[src/rtl/mvm_job_sequencer.sv]
// mvm_job_sequencer: runs one matrix-vector job on an mvm core from a word stream and buffers the K results
module mvm_job_sequencer #(
   parameter int K       = 8,
   parameter int B       = 8,
   parameter int OW      = 16,
   parameter int TIMEOUT = 1024
) (
   input  logic          clk,
   input  logic          reset,
   input  logic [B-1:0]  in_data,
   input  logic          in_valid,
   output logic          in_ready,
   output logic [OW-1:0] out_data,
   output logic          out_valid,
   input  logic          out_ready,
   output logic          out_last,
   input  logic          abort,
   output logic          busy,
   output logic          err_underrun,
   output logic          err_timeout,
   output logic          mvm_reset,
   output logic          mvm_loadMatrix,
   output logic          mvm_loadVector,
   output logic          mvm_start,
   input  logic          mvm_done,
   output logic [B-1:0]  mvm_data_in,
   input  logic [OW-1:0] mvm_data_out
);
   localparam int CW = $clog2(K*K+1);
   localparam int TW = $clog2(TIMEOUT+1);
   localparam int PW = (K > 1) ? $clog2(K) : 1;
   localparam int NW = $clog2(K+1);

   typedef enum logic [3:0] {
      IDLE, CRST, LDM_HDR, LDM, LDV_HDR, LDV, GAP, START, WAIT, COLLECT
   } state_t;

   state_t        state_q, state_d;
   logic [CW-1:0] cnt_q, cnt_d;
   logic [TW-1:0] timer_q, timer_d;
   logic          err_underrun_q, err_underrun_d;
   logic          err_timeout_q, err_timeout_d;
   logic          mvm_reset_q, mvm_reset_d;
   logic [B-1:0]  mvm_data_in_q, mvm_data_in_d;
   logic [OW:0]   mem_q [K];
   logic [OW:0]   mem_d [K];
   logic [PW-1:0] wr_q, wr_d, rd_q, rd_d;
   logic [NW-1:0] fill_q, fill_d;
   logic          loading, is_mat, push, push_last, pop, flush;

   function automatic logic [PW-1:0] wrap_inc(input logic [PW-1:0] p);
      return (p == PW'(K-1)) ? '0 : p + 1'b1;
   endfunction

   assign loading        = state_q inside {LDM_HDR, LDM, LDV_HDR, LDV};
   assign is_mat         = state_q inside {LDM_HDR, LDM};
   assign in_ready       = loading & ~abort;
   assign busy           = state_q != IDLE;
   assign mvm_loadMatrix = state_q == LDM_HDR;
   assign mvm_loadVector = state_q == LDV_HDR;
   assign mvm_start      = (state_q == START) & (fill_q == '0) & ~abort;
   assign mvm_reset      = mvm_reset_q;
   assign mvm_data_in    = mvm_data_in_q;
   assign err_underrun   = err_underrun_q;
   assign err_timeout    = err_timeout_q;
   assign out_valid      = fill_q != '0;
   assign out_data       = mem_q[rd_q][OW-1:0];
   assign out_last       = mem_q[rd_q][OW];
   assign pop            = out_valid & out_ready;

   // job sequencing: next state, counters, error flags and core strobes; abort overrides everything
   always_comb begin
      state_d        = state_q;
      cnt_d          = cnt_q;
      timer_d        = timer_q;
      err_underrun_d = err_underrun_q;
      err_timeout_d  = err_timeout_q;
      mvm_reset_d    = 1'b0;
      mvm_data_in_d  = (in_ready & in_valid) ? in_data : '0;
      push           = 1'b0;
      push_last      = 1'b0;
      flush          = 1'b0;
      case (state_q)
         IDLE: begin
            if (in_valid) begin
               state_d     = CRST;
               mvm_reset_d = 1'b1;
            end
         end
         CRST: state_d = LDM_HDR;
         LDM_HDR, LDM, LDV_HDR, LDV: begin
            if (!in_valid) begin
               err_underrun_d = 1'b1;
               mvm_reset_d    = 1'b1;
               state_d        = IDLE;
               cnt_d          = '0;
            end else if (cnt_q == CW'(is_mat ? K*K-1 : K-1)) begin
               cnt_d   = '0;
               state_d = is_mat ? LDV_HDR : GAP;
            end else begin
               cnt_d   = cnt_q + 1'b1;
               state_d = is_mat ? LDM : LDV;
            end
         end
         GAP: state_d = START;
         START: begin
            if (mvm_start) begin
               state_d = WAIT;
               timer_d = '0;
            end
         end
         WAIT: begin
            if (mvm_done) begin
               state_d = COLLECT;
               cnt_d   = '0;
            end else if (timer_q == TW'(TIMEOUT-1)) begin
               err_timeout_d = 1'b1;
               mvm_reset_d   = 1'b1;
               state_d       = IDLE;
            end else begin
               timer_d = timer_q + 1'b1;
            end
         end
         COLLECT: begin
            push      = 1'b1;
            push_last = cnt_q == CW'(K-1);
            cnt_d     = push_last ? '0 : cnt_q + 1'b1;
            state_d   = push_last ? IDLE : COLLECT;
         end
         default: state_d = IDLE;
      endcase
      if (abort) begin
         state_d        = IDLE;
         cnt_d          = '0;
         timer_d        = '0;
         err_underrun_d = 1'b0;
         err_timeout_d  = 1'b0;
         mvm_reset_d    = 1'b1;
         mvm_data_in_d  = '0;
         push           = 1'b0;
         flush          = 1'b1;
      end
   end

   // result FIFO: circular buffer with fill count; the entry's top bit marks y[K-1]
   always_comb begin
      mem_d  = mem_q;
      wr_d   = wr_q;
      rd_d   = rd_q;
      fill_d = fill_q;
      if (flush) begin
         wr_d   = '0;
         rd_d   = '0;
         fill_d = '0;
      end else begin
         if (push) begin
            mem_d[wr_q] = {push_last, mvm_data_out};
            wr_d        = wrap_inc(wr_q);
         end
         if (pop) rd_d = wrap_inc(rd_q);
         fill_d = fill_q + NW'(push) - NW'(pop);
      end
   end

   // state register for the sequencer and the FIFO
   always_ff @(posedge clk or negedge reset) begin
      if (!reset) begin
         state_q        <= IDLE;
         cnt_q          <= '0;
         timer_q        <= '0;
         err_underrun_q <= 1'b0;
         err_timeout_q  <= 1'b0;
         mvm_reset_q    <= 1'b0;
         mvm_data_in_q  <= '0;
         mem_q          <= '{default: '0};
         wr_q           <= '0;
         rd_q           <= '0;
         fill_q         <= '0;
      end else begin
         state_q        <= state_d;
         cnt_q          <= cnt_d;
         timer_q        <= timer_d;
         err_underrun_q <= err_underrun_d;
         err_timeout_q  <= err_timeout_d;
         mvm_reset_q    <= mvm_reset_d;
         mvm_data_in_q  <= mvm_data_in_d;
         mem_q          <= mem_d;
         wr_q           <= wr_d;
         rd_q           <= rd_d;
         fill_q         <= fill_d;
      end
   end
endmodule

[config.mk]
export PLATFORM = sky130hd
export DESIGN_NAME = mvm_job_sequencer
export DESIGN_NICKNAME = d
export VERILOG_FILES = /design/src/rtl/mvm_job_sequencer.sv
export SDC_FILE = /design/constraint.sdc
export NUM_CORES = 1
export LEC_CHECK = 0
export BUFFER_PORTS_ARGS = -buffer_cell sky130_fd_sc_hd__buf_2
export CORE_MARGIN = 3
export CORE_UTILIZATION = 54
export CTS_CLUSTER_DIAMETER = 120
export DETAILED_ROUTE_END_ITERATION = 10
export GPL_TIMING_DRIVEN = 0
export MAX_ROUTING_LAYER = met4
export PLACE_DENSITY = 0.79
export SETUP_SLACK_MARGIN = 0.15
export SLEW_MARGIN = 0
export SYNTH_ARGS = -nofsm -noshare
export SYNTH_HDL_FRONTEND = slang
export SYNTH_SLANG_ARGS = --single-unit
[constraint.sdc]
create_clock -name clk -period 2.6 [get_ports clk]
set_clock_uncertainty 0.2 [all_clocks]
set_input_delay 0.26 -clock clk [delete_from_list [all_inputs] [get_ports clk]]
set_output_delay 0.26 -clock clk [all_outputs]
set_load 0.02 [all_outputs]
==> results.md, run 1 <==
* Final worst slack at -41.8 ps
* Core ar. at 15,400 sq um
* CP max FO at 8
* Die span in y at 133 microns
* Most area-consuming cells after synthesis: dfrtp_1 (52%), mux2_2 (20%), mux4_2 (8.9%)
* Status: finished, violations left
* Avg Cell Area, Syn at 13.8 sq um
* TritonCTS Sinks at 179
* Ys flop type: dfrtp_1
* DIE AREA at 17,600 sq um
* First-pass DRT Iterations at 5
* Vias in the first global route at 6,097
* Row count at 45
* Share of Yosys cell area claimed by the top area cell type at 51.8%
* CTS tree: done
* Post-Synthesis Cells at 625
* Max-Cap Viols at 0
* Slew Limit Fails at 0
* CTS Buf Count at 17
* Most common cell after layout, fill and taps aside: dfrtp_1
* Htree depth at 4
* Yosys reg bits at 179
* Dpl hpwl at 12,500 microns
* Slew @ Worst Pin at 798 ps
* Clock slew at reported path FFs at 60 ps
* Drt wl/cell at 22.0 microns
* Worst slack at placement at -272 ps
* Final hold violation count at 0
* VDD IR-drop max at 0.577 mV
* Final #Nets at 819
* Drt via density at 5.96
* Initial Util at 56.0%
* Post-route ant nets at 0
* IO Count at 64
* Setup repair after global routing missed its margin: yes
* Initial antenna violation count at 0
* Largest net degree at the start of global routing at 108
* Die width at 133 microns
* Syn_nets at 667
* Cell Area, Synth at 8640 sq um
* GR Layer Usage met1 at 30.5%
* YS warnings at 0
* RePlAce Congestion at 0.821
* IO buf count at 63
* Violated checks: negative setup slack
* Met3 usage in global routing at 4.03%
* Tcrit/Tclk final at 102%
* Critical Path End Type: output port
* Share of cells above drive strength 1 at 50.1%
* CTS Buffer Depth at 2
* Final setup vio count at 18
* WP data required at 2140 ps
* Tot GR Track Use at 24.2%
* Most frequent cells in the layout: dfrtp_1 (177), mux2_2 (110), buf_2 (51)
* Critical path arrival at 2180 ps
* Starting DRT DRC Count at 509
* Area leader, netlist: dfrtp_1
* Hold_ws at 30.3 ps
* Sequential fraction of the synthesis area at 51.8%
* Detailed Route WL at 22,000 microns
* Peak Freq at 379 MHz
* Post-synth ARST share at 100%
* Power per cell area at 640 nW/um^2
* Skew-Pair Late Insertion Delay at 440 ps
* Tmin final at 2640 ps
* First-pass GRT wire length at 32,500 microns
* GR peak layer: met2
* Post-synth EDFFs at 0
* Ant diodes at 0
* Leakage at 5.29 nW
* Startpoint Class: flop
* Layout area overhead at 28.3%
* DRC Markers at 0
* Hold WC Path Type: in -> reg
* Post-synth cell types at 66
* Total grt overflow at 0
* Met2 usage at 40.7%
* Worst Path Class, Setup: reg -> out
* Final core occ at 71.9%
* Overall via count from detail_route at 5,958
* Slew margin rel. at 46.3%
* Clock root buffer: clkbuf_16
## registers in the layout (all words and copies together) (netlist names)
name          count
wr_q              3
state_q           4
err_underrun      1
fill_q            4
mvm_data_in       8
rd_q              3
cnt_q             7
err_timeout       1
mvm_reset         1
mem_q           136
timer_q          11
## metrics by stage
step	cells	total power, mW	TNS (ps)	instance area [sq um]
2_1_floorplan	625	3.70	0	8680
3_3_place_gp	899	4.00	-263600	9260
3_5_place_dp	900	4.07	-4550	9300
4_1_cts	974	6.85	-35.8	10600
5_1_grt	999	7.36	-1220	11100
6_report	999	7.10	-482	11100
## layout make-up
class                   instances  area (sq um)
well taps                     211           264
clock inverters                 8          78.8
clock buffers                  22           474
repair buffers                133          1130
inverters                      10          40.0
flip-flops and latches        179          4480
fillers                       949          4340
multi-input cells             401          4300
plain buffers                  35           314
## critical path, stage by stage, from the launching register on
cell and delay [ps]:
dfrtp_1 460, buf_12 200, buf_12 140, mux4_2 500
mux2_4 310, buf_6 140
## cell families (layout without fill, tap and decap cells)
logic type / Yosys count / count (layout) / synth area share [%]
compound gates: 69 / 69 / 5.10
xor+xnor: 5 / 5 / 0.507
fa+ha+maj: 12 / 12 / 1.82
buf+inv: 45 / 208 / 2.50
flops: 179 / 179 / 51.8
mux: 188 / 188 / 28.9
simple gates: 127 / 127 / 9.35
## final timing paths
check	startpoint	endpoint	slack (ps)	cells past startpoint
setup / recovery	rd_q[0]	out_data[15]	-40	5
hold / removal	mvm_done	timer_q[0]	30	3
setup reg to reg	fill_q[2]	fill_q[1]	0	11
hold reg to reg	err_timeout	err_timeout	290	2
max in group asynchronous	reset	timer_q[0]	1110	3
min in group asynchronous	reset	rd_q[0]	160	2
## where the power goes
part,total [mW],internal (mW),switching [mW]
combinational,1.75,0.894,0.853
sequential,2.91,2.85,0.0522
clock,2.45,1.38,1.06
## cells in the mapped netlist, types with 4 or more instances
master    count
a21oi_1      23
a31oi_1       5
and3_1        8
buf_1         5
buf_2        10
buf_6         4
clkbuf_1     14
dfrtp_1     179
ha_1         11
inv_1        10
mux2_2      150
mux4_2       34
nand2_1      23
nand2b_1     11
nand3_1      14
nor2_1       21
nor2b_1       6
o21ai_0      15
or3_1         7
or4_1         4
## per-layer routing
| metal | up-vias | share of wire, % |
|---|---|---|
| met5 | - | 0 |
| met4 | 0 | 2.0 |
| met3 | 36 | 4.1 |
| met2 | 171 | 53 |
| met1 | 3123 | 41 |
| li1 | 2628 | - |
## repair_timing
| action | in CTS | in global routing |
|---|---|---|
| setup endpoints to repair | 81 | 65 |
| hold buffers | 25 | 0 |
| endpoints found under the hold margin | 208 | 0 |
| gates cloned | 1 | 3 |
| pin swaps | 19 | 16 |
| setup buffers | 18 | 22 |
| gates resized for setup | 82 | 80 |
No activity file was read; power rests on OpenSTA's default activity.
==> run 2, diff against run 1 <==
- CORE_ASPECT_RATIO: unset -> 0.7
- HOLD_SLACK_MARGIN: unset -> 0.1
==> results.md, run 2 (same netlist as run 1, synthesis figures left out) <==
* Status: finished, violations left
* Violated checks: negative setup slack
* Die width at 157 microns (+19%)
* Cell count along the critical path at 5 (unchanged)
* Hold WC Path Type: in -> async
* Final hold violation count at 0 (unchanged)
* RePlAce Congestion at 0.864 (+5.2%)
* Overall via count from detail_route at 6,019 (+1.0%)
* Final #Nets at 808 (-1.3%)
* Most frequent cells in the layout: dfrtp_1 (178), mux2_2 (133), buf_2 (50)
* VDD IR-drop max at 0.475 mV (-18%)
* Initial Util at 55.4% (-0.60 points)
* CTS Buf Count at 17 (unchanged)
* Slew @ Worst Pin at 889 ps (+91.3 ps)
* Placed Cells at 889 (-1.2%)
* Slew margin rel. at 40.2% (-6.1 points)
* Post-route total power at 7.38 mW (+3.9%)
* Crit path buf inv count at 3 (unchanged)
* First-pass GRT wire length at 32,500 microns (about the same)
* WP data required at 2140 ps (about the same)
* Dpl hpwl at 12,600 microns (+0.27%)
* Ant diodes at 0 (unchanged)
* Worst-path cell chain: clkbuf_16 -> buf_8 -> mux4_2 -> mux2_4 -> buf_6
* Crit path largest cell delay at 530 ps (+30 ps)
* Starting DRT DRC Count at 473 (-7.1%)
* Met3 WL at 1280 microns (+42%)
* Reg area at 4480 sq um (about the same)
* DIE AREA at 17,600 sq um (+0.14%)
* Layout area overhead at 27.2%
* IO buf count at 63 (unchanged)
* Routed met1 length at 9200 microns (+2.7%)
* Row count at 38 (-16%)
* Power per cell area at 671 nW/um^2 (+4.8%)
* IO Count at 64 (unchanged)
* Final setup vio count at 8 (-10)
* Max-Cap Viols at 0 (unchanged)
* Slew Limit Fails at 0 (unchanged)
* Leakage at 5.26 nW (-0.60%)
* Post-route ant nets at 0 (unchanged)
* Final-layout fill cell count at 946 (-0.32%)
* Tmin final at 2630 ps (-7.18 ps)
* Worst Path Class, Setup: reg -> out
* Top layer in use: met4
* Vias in the first global route at 6,174 (+1.3%)
* Clock slew at reported path FFs at 70 ps (about the same)
* First-pass DRT Iterations at 6 (+1)
* Setup repair after global routing missed its margin: yes
* Total grt overflow at 0 (unchanged)
* Max FFs per register at 136 (unchanged)
* Drt wl/cell at 22.2 microns (+0.95%)
* Critical path arrival at 2170 ps (about the same)
* Biggest register: mem_q
* Critical-path top delay cell: mux4_2
* Htree depth at 4 (unchanged)
* Drt via density at 6.15 (+3.1%)
* R2R cell count at 8 (-3)
* Initial antenna violation count at 0 (unchanged)
* Largest net degree at the start of global routing at 136 (+26%)
* Die span in y at 112 microns (-16%)
* CP max FO at 8 (unchanged)
* CTS Buffer Depth at 2 (unchanged)
* Most common cell after layout, fill and taps aside: dfrtp_1
* Crit path max-delay family: multiplexers
* Peak Freq at 380 MHz (+0.27%)
* Critical Path End Type: output port
* Hold_ws at 107 ps (+76.3 ps)
* CTS tree: done
* Tcrit/Tclk final at 101% (-0.28 points)
* Startpoint Class: flop
* DRC Markers at 0 (unchanged)
* Share of cells above drive strength 1 at 50.1% (-0.063 points)
* Finished Layout Cells at 979 (-2.0%)
* Routed wl met2 at 10,700 microns (-8.3%)
* Detailed Route WL at 21,800 microns (-1.1%)
* Final worst slack at -34.6 ps (+7.18 ps)
* Skew-Pair Late Insertion Delay at 430 ps (about the same)
* Clock root buffer: clkbuf_16
* Final core occ at 70.5% (-1.4 points)
* Core ar. at 15,600 sq um (+1.1%)
* Multi-input logic area at 4250 sq um (-1.3%)
* Tot GR Track Use at 24.7% (+0.52 points)
* TritonCTS Sinks at 179 (unchanged)
-- run 2: cell count changes in the layout (fill, tap and decap cells not counted), moves of 3 or more --
| cell | previous run | this run |
|---|---|---|
| mux2_2 | 110 | 133 |
| mux2_4 | 40 | 17 |
| buf_4 | 37 | 28 |
| inv_6 | 1 | 6 |
| buf_12 | 6 | 2 |
| clkbuf_1 | 9 | 6 |
| clkinvlp_4 | 4 | 1 |
| inv_4 | 1 | 4 |
-- run 2: worst paths after layout --
path / start / end / slack, ps
min reg2reg: err_timeout / err_timeout / 300
max: rd_q[0] / out_last / -30
min: reset / mem_q[129] / 110
min in group clk: in_valid / state_q[2] / 230
max in group asynchronous: reset / state_q[3] / 1100
max reg2reg: cnt_q[4] / state_q[1] / 20
-- run 2: cell type report --
cell class	count	area share, %
well taps	200	2.28
plain buffers	35	2.93
flip-flops and latches	179	40.8
inverters	10	0.433
repair buffers	121	9.31
multi-input cells	402	38.6
clock buffers	19	4.12
clock inverters	13	1.54
-- run 2: report_power, final --
group          total (mW)  switching (mW)  leakage (nW)  internal [mW]
Clock                2.73            1.15         0.306           1.58
Sequential           2.90          0.0508          2.47           2.85
Combinational        1.74           0.844          2.48          0.897
Total                7.38            2.04          5.26           5.33
-- run 2: layer usage --
layer	global-route usage [%]	vias up
met3	4.78	57
met5	-	-
li1	-	2622
met2	39.1	245
met1	32.7	3095
met4	7.80	0
-- run 2: through the flow --
step	setup TNS, ps	instance area, sq um	worst slack, ps
3_3_place_gp	-265120	9250	-1480
6_report	-105	11000	-34.6
3_5_place_dp	-4690	9280	-281
2_1_floorplan	0	8680	96.9
5_1_grt	-974	11000	-73.9
4_1_cts	-64.6	10700	-21.9
-- run 2: timing repair --
action | CTS | global route
endpoints found under the hold margin | 320 | 0
pin swaps | 19 | 16
gates cloned | 1 | 3
resized for setup | 92 | 51
endpoints found under the setup margin | 77 | 68
setup buffers | 15 | 12
hold buffers | 27 | 0
